[src/rtl/parity_frame_tx.sv]
// parity_frame_tx
//   Serial frame transmitter that sits after the even parity generator. It takes
//   one data word plus its even parity bit over a valid/ready handshake and sends
//   one frame, LSB first: start(0), DATA_W data bits, parity bit, stop(1).
//   The parity bit is transmitted unchanged, even on a mismatch. The block also
//   recomputes even parity on the accepted word and pulses par_err if the two disagree.
//
// Parameters
//   DATA_W        data word width in bits (>= 1)
//   CLKS_PER_BIT  clock cycles per serial bit (>= 1)
//
// Ports
//   clk       in   rising-edge clock
//   rst       in   synchronous active-high reset; aborts any frame in progress
//   data      in   word to transmit
//   even_p    in   even parity bit accompanying data
//   in_valid  in   data/even_p valid
//   in_ready  out  high only while idle (word can be accepted)
//   tx        out  serial line, idles high (registered)
//   busy      out  frame in progress
//   done      out  one-cycle pulse during the last cycle of the stop bit (registered)
//   par_err   out  one-cycle pulse the cycle after accept on parity mismatch (registered)
module parity_frame_tx #(
  parameter int DATA_W       = 3,
  parameter int CLKS_PER_BIT = 4
) (
  input  logic              clk,
  input  logic              rst,
  input  logic [DATA_W-1:0] data,
  input  logic              even_p,
  input  logic              in_valid,
  output logic              in_ready,
  output logic              tx,
  output logic              busy,
  output logic              done,
  output logic              par_err
);

  localparam int BIT_W = (DATA_W > 1) ? $clog2(DATA_W + 1) : 1;
  localparam int DIV_W = (CLKS_PER_BIT > 1) ? $clog2(CLKS_PER_BIT + 1) : 1;

  localparam logic [BIT_W-1:0] BIT_LAST = BIT_W'(DATA_W - 1);
  localparam logic [DIV_W-1:0] DIV_LAST = DIV_W'(CLKS_PER_BIT - 1);
  localparam logic [BIT_W-1:0] BIT_ONE  = BIT_W'(1);
  localparam logic [DIV_W-1:0] DIV_ONE  = DIV_W'(1);

  typedef enum logic [2:0] {
    IDLE   = 3'd0,
    START  = 3'd1,
    DATA   = 3'd2,
    PARITY = 3'd3,
    STOP   = 3'd4
  } state_t;

  // Even parity of a word: 1 when the word holds an odd number of ones.
  function automatic logic even_parity_of(input logic [DATA_W-1:0] word);
    return ^word;
  endfunction

  state_t            state_r, state_n;
  logic [DIV_W-1:0]  div_r, div_n;
  logic [BIT_W-1:0]  bit_r, bit_n;
  logic [DATA_W-1:0] shift_r, shift_n;
  logic              par_r, par_n;
  logic              tx_r, tx_n;
  logic              done_r, done_n;
  logic              par_err_r, par_err_n;
  logic              wrap_s;

  assign in_ready = (state_r == IDLE);
  assign busy     = (state_r != IDLE);
  assign tx       = tx_r;
  assign done     = done_r;
  assign par_err  = par_err_r;

  // State register and registered outputs.
  always_ff @(posedge clk) begin
    if (rst) begin
      state_r   <= IDLE;
      div_r     <= '0;
      bit_r     <= '0;
      shift_r   <= '0;
      par_r     <= 1'b0;
      tx_r      <= 1'b1;
      done_r    <= 1'b0;
      par_err_r <= 1'b0;
    end else begin
      state_r   <= state_n;
      div_r     <= div_n;
      bit_r     <= bit_n;
      shift_r   <= shift_n;
      par_r     <= par_n;
      tx_r      <= tx_n;
      done_r    <= done_n;
      par_err_r <= par_err_n;
    end
  end

  // Next-state, divider, bit counter and shift register.
  always_comb begin
    state_n   = state_r;
    div_n     = div_r;
    bit_n     = bit_r;
    shift_n   = shift_r;
    par_n     = par_r;
    par_err_n = 1'b0;
    wrap_s    = (div_r == DIV_LAST);

    case (state_r)
      IDLE: begin
        if (in_valid) begin
          state_n   = START;
          div_n     = '0;
          bit_n     = '0;
          shift_n   = data;
          par_n     = even_p;
          par_err_n = even_p ^ even_parity_of(data);
        end else begin
          state_n   = IDLE;
        end
      end
      START: begin
        if (wrap_s) begin
          state_n = DATA;
          div_n   = '0;
        end else begin
          div_n   = div_r + DIV_ONE;
        end
      end
      DATA: begin
        if (wrap_s) begin
          div_n   = '0;
          shift_n = shift_r >> 1;
          if (bit_r == BIT_LAST) begin
            state_n = PARITY;
            bit_n   = '0;
          end else begin
            bit_n   = bit_r + BIT_ONE;
          end
        end else begin
          div_n   = div_r + DIV_ONE;
        end
      end
      PARITY: begin
        if (wrap_s) begin
          state_n = STOP;
          div_n   = '0;
        end else begin
          div_n   = div_r + DIV_ONE;
        end
      end
      STOP: begin
        if (wrap_s) begin
          state_n = IDLE;
          div_n   = '0;
        end else begin
          div_n   = div_r + DIV_ONE;
        end
      end
      default: begin
        state_n = IDLE;
        div_n   = '0;
        bit_n   = '0;
      end
    endcase
  end

  // Line level and done are derived from the upcoming state so that the
  // registered copies line up with the state they describe.
  always_comb begin
    tx_n   = 1'b1;
    done_n = (state_n == STOP) && (div_n == DIV_LAST);
    case (state_n)
      IDLE:    tx_n = 1'b1;
      START:   tx_n = 1'b0;
      DATA:    tx_n = shift_n[0];
      PARITY:  tx_n = par_n;
      STOP:    tx_n = 1'b1;
      default: tx_n = 1'b1;
    endcase
  end

endmodule

[config.mk]
export PLATFORM = sky130hd
export DESIGN_NAME = parity_frame_tx
export DESIGN_NICKNAME = d
export VERILOG_FILES = /design/src/rtl/parity_frame_tx.sv
export SDC_FILE = /design/constraint.sdc
export NUM_CORES = 1
export LEC_CHECK = 0
export ABC_AREA = 0
export CAP_MARGIN = 25
export CORE_MARGIN = 8
export CORE_UTILIZATION = 50
export CTS_CLUSTER_DIAMETER = 50
export DETAILED_ROUTE_END_ITERATION = 10
export GPL_ROUTABILITY_DRIVEN = 0
export PLACE_DENSITY_LB_ADDON = 0.12
export SYNTH_ARGS = -nofsm -noshare
export SYNTH_HDL_FRONTEND = slang
export SYNTH_SLANG_ARGS = --single-unit
[constraint.sdc]
create_clock -name clk -period 2.2 [get_ports clk]
set_input_delay 0.55 -clock clk [delete_from_list [all_inputs] [get_ports clk]]
set_output_delay 0.55 -clock clk [all_outputs]
set_load 0.05 [all_outputs]
Word level (Yosys, flattened, before mapping):

Cells that the tools add are included.

* add/subtract/negate cells: 2
* equal/unequal tests: 13
* muxes and demuxes: 20
* bitwise operators: 4
* reduce and logical (&&, ||, !) cells: 10

Operator list (number)
* 3-bit 2-to-1 mux: 9
* 3-bit by 2-bit == test with 1-bit output (second input constant): 6
* 3-bit case mux with 5 select lines: 1
* 3-bit case mux with 2 select lines: 2
* 3-bit by 1-bit == test with 1-bit output (second input constant): 2
* 3-bit == test (second input constant): 2
* 2-bit 2-to-1 mux: 3
* 2-bit case mux with 3 select lines: 1
* 3-bit AND reduction: 2
* 3-bit OR reduction: 2
* 2-bit inequality test (second input constant): 2
* 4-bit OR reduction: 1
* 3-bit by 1-bit adder with 3-bit output (second input constant): 1
* 3-bit zero test: 1
* 1-bit 2-to-1 mux: 3
* 1-bit NOT: 3
* 1-bit case mux with 3 select lines: 1
* 3-bit nonzero test: 1
* 3-bit parity: 1
* 2-bit by 1-bit adder with 2-bit output (second input constant): 1
* 2-bit == test (second input constant): 1
* 2-bit nonzero test: 1
* 1-bit logical AND: 1
* 1-bit bitwise XOR: 1

* register bits after elaboration: 15
* input port bits: 7
* output and inout port bits: 5

Longest topological paths before layout:

* word-level depth: 6
* depth in mapped cells: 6

Least setup slack after synthesis:

OpenSTA, ideal clock, no wires.

* path type: flip-flop to output port
* start: register state_r[0]
* end: output port busy
* arrival: 1819 ps
* required time: 1650 ps
* slack: -169 ps
* stages on the path, launching flop included: 5
* cells stage by stage: dfxtp_1 or2_1 buf_6 nor2_1 inv_1

* word-level cells in the longest chain between the ends: 1

Ends and longest elaborated chain
* start, declared: line 60 `state_t state_r, state_n;`
* start signal, assigned: line 88 `state_r <= state_n;`
* 3-bit nonzero test: line 71 `assign busy = (state_r != IDLE);`
* end, declared: line 34 `output logic busy,`

Every way passes these cells.

Worst setup path in the final report:

* start: register state_r[2]
* end: output port busy

The elaborated chain is that of the path after synthesis.

==> flow_summary.json <==
{
  "outcome": "completed",
  "final_cells": 124,
  "wl_mm": 1.749,
  "synthFlopType": "dfxtp_1",
  "synth_common_cells": "dfxtp_1, nor2_1, nand2_1, nor2b_1",
  "clk_path_buf_depth": 2,
  "yosys.area.top_type": "dfxtp_1",
  "synth_area_leaders": "dfxtp_1, nor2_1, nor4b_2",
  "area_delta_synth_final_pct": 20.30,
  "synth_cells": 95,
  "syn_area_um2": 838.3,
  "cts_root_buf": "clkbuf_4",
  "fp.dieW_um": 56.95,
  "synth_compound_area_share_pct": 18.06,
  "drcViolationCount": 0,
  "synth_cell_type_count": 42,
  "finalSetupViolations": 0,
  "hold-path-endpoint": "div_r[2]",
  "synthAdderAreaFrac_pct": 1.493,
  "rr_worst_depth": 6,
  "dp_hpwl_mm": 1.320,
  "power_leakage_nw": 0.3934,
  "crit_type": "flop to primary output",
  "finalPower_mw": 0.5647,
  "drive_above_1_share_pct": 14.81,
  "vias": 712,
  "dieArea_mm2": 0.003243,
  "finalHoldViolations": 0,
  "fillers": 132,
  "ys_seq_area_share_pct": 35.82,
  "antenna_found_initial": 0,
  "synth_top_family_by_area": "simple AND/OR/NAND/NOR gates",
  "ctsResizeCount": 0,
  "cts_buffers": 3,
  "holdPathStages": 2,
  "initial_utilization_pct": 54.38,
  "worstMarginPinSlew_ns": 0.6551,
  "synthXorXnorAreaFrac_pct": 4.179,
  "worst_clock_skew_ns": 0.003411,
  "hold_buffers": 0,
  "path_cells": "nor2_2 -> inv_1 -> buf_12",
  "ys_ff_latch": 15,
  "cp_max_fo": 20,
  "cts_setup_buffers": 0,
  "io_pins": 12,
  "fin_crit_ns": 1.993,
  "setup_tns_ns": 0,
  "holdCritStartpoint": "div_r[2]",
  "syn_avg_cell_area_um2": 8.824,
  "async_flop_share_pct": 0,
  "synth_edf_count": 0,
  "end_kind": "primary output",
  "io_buffers": 11,
  "synth_top_area_share_pct": 35.82,
  "r2r_slack_ns": 0.50,
  "required_ns": 1.65,
  "path_clk_slew_ns": 0.09,
  "cpPeakStageDelay_ns": 0.75,
  "powerDensity_mw_per_mm2": 559.9,
  "maxCapViolCount": 0,
  "cp-start-kind": "flop",
  "htreeDepth": 1,
  "yosys.cell_count.top_type": "dfxtp_1",
  "core_area_mm2": 0.001541,
  "nets": 117,
  "route.antenna.remaining_nets": 0,
  "reg2reg_to": "tx",
  "drt_iter0_drc": 15,
  "clock_latency_ns": 0.28,
  "cts_tree": "built",
  "worst_ep_arrival_time_ns": 1.44,
  "hold_path_class": "flop to flop",
  "cp_num_buf_inv": 2,
  "vias_per_cell": 5.742,
  "grt_pass1_vias": 662,
  "grt_max_degree": 21,
  "avgRoutedWirePerCell_um": 14.10,
  "critPathSlowestCell": "dfxtp_1",
  "drtPass1Iterations": 4,
  "synth_fp_nets": 103,
  "grt-ovfl-total": 0,
  "fin_crit_sh_pct": 90.59,
  "synthSimpleGateAreaFrac_pct": 32.24,
  "synth_warnings": 0,
  "grt_first_pass_wirelength_mm": 3.015,
  "path_delay_family": "flip-flops",
  "cts.sinks": 15,
  "placedCellCount": 120,
  "max_freq_mhz": 501.7,
  "maxSlewHeadroom_pct": 56.27,
  "diodes": 0,
  "ir_drop_uv": 325.9,
  "synth_mux_area_share_pct": 1.194,
  "rsz0062_at_grt": "false",
  "die_y_um": 56.95,
  "grt_usage_pct": 11.20,
  "finalMaxSlewViolations": 0,
  "num_rows": 14,
  "reg2reg_from": "div_r[0]"
}
layer usage:
layer	vias to the layer above	wire (um)	GRT usage, %
li1	366	-	-
met1	326	899	15.45
met2	18	747	15.66
met3	2	87	3.097
met4	0	14	5.034
met5	-	0	0
worst max-delay path by stage:
stage,start,to,slack (ns),cells past startpoint
2_1_floorplan,state_r[0],busy,0.16,4
4_1_cts,tx,tx,0.22,1
5_1_grt,state_r[2],busy,0.09,3
3_5_place_dp,in_valid,tx,0.13,5
6_report,state_r[2],busy,0.21,3
3_3_place_gp,in_valid,tx,0.19,5
power breakdown:
| group | internal, mW | total (mW) | switching [mW] |
|---|---|---|---|
| sequential | 0.282 | 0.287 | 0.00556 |
| combinational | 0.0556 | 0.120 | 0.0647 |
| clock | 0.0675 | 0.157 | 0.0894 |
area by class of cell:
| type | instances | area (um2) | area share, % |
|---|---|---|---|
| multi-input combinational | 70 | 481.7 | 47.77 |
| sequential | 15 | 300.3 | 29.78 |
| timing repair buffer | 16 | 167.7 | 16.63 |
| clock buffer | 3 | 22.52 | 2.233 |
| tap | 16 | 20.02 | 1.985 |
| inverter | 3 | 11.26 | 1.117 |
| clock inverter | 1 | 5.005 | 0.4963 |
placed cells by master, fill, tap and decap left out, types with 2 or more instances in the layout:
master | synthesis | final
a21oi_1 | 3 | 3
nor4b_2 | 2 | 2
nor3_1 | 3 | 3
dfxtp_1 | 15 | 15
clkbuf_4 | 0 | 3
xnor2_1 | 3 | 3
o21ai_1 | 2 | 2
nand2_1 | 4 | 4
a21o_1 | 3 | 3
nor2b_1 | 4 | 4
nand3b_1 | 3 | 3
buf_4 | 1 | 5
buf_12 | 0 | 2
clkdlybuf4s50_1 | 0 | 9
nor2_1 | 14 | 13
a22oi_1 | 2 | 2
inv_1 | 3 | 3
nand2b_1 | 3 | 3
flip-flops by register name (all words and copies together), names as in the netlist:
name	flops
div_r	3
shift_r	3
state_r	3
bit_r	2
done	1
par_err	1
par_r	1
tx	1
stage by stage:
stage | area, um2 | util [%] | setup slack (ns) | hold WS [ns]
floorplan | 840.8 | - | 0.1610 | 0.4485
global placement | 980.9 | 63.64 | 0.1860 | 0.4637
detailed placement | 980.9 | 63.64 | 0.1307 | 0.4705
CTS | 1008 | 65.42 | 0.2151 | 0.4833
global route | 1008 | 65.42 | 0.08675 | 0.5310
finish | 1008 | 65.42 | 0.2070 | 0.4813
worst register-to-register path, delay by kind of cell (launching register included):
family | cells | cell delay, ns
compound gates | 3 | 0.42
fa+ha+maj | 1 | 0.23
buf+inv | 1 | 0.20
flops | 1 | 0.39
simple gates | 1 | 0.33
cell families (layout without fill, tap and decap cells):
logic type | after synthesis | after routing
fa+ha+maj | 1 | 1
buf+inv | 10 | 23
mux | 1 | 1
compound gates | 21 | 21
simple gates | 43 | 43
flops | 15 | 15
xor+xnor | 4 | 4
Note: power is estimated with default switching activity, not from simulation.
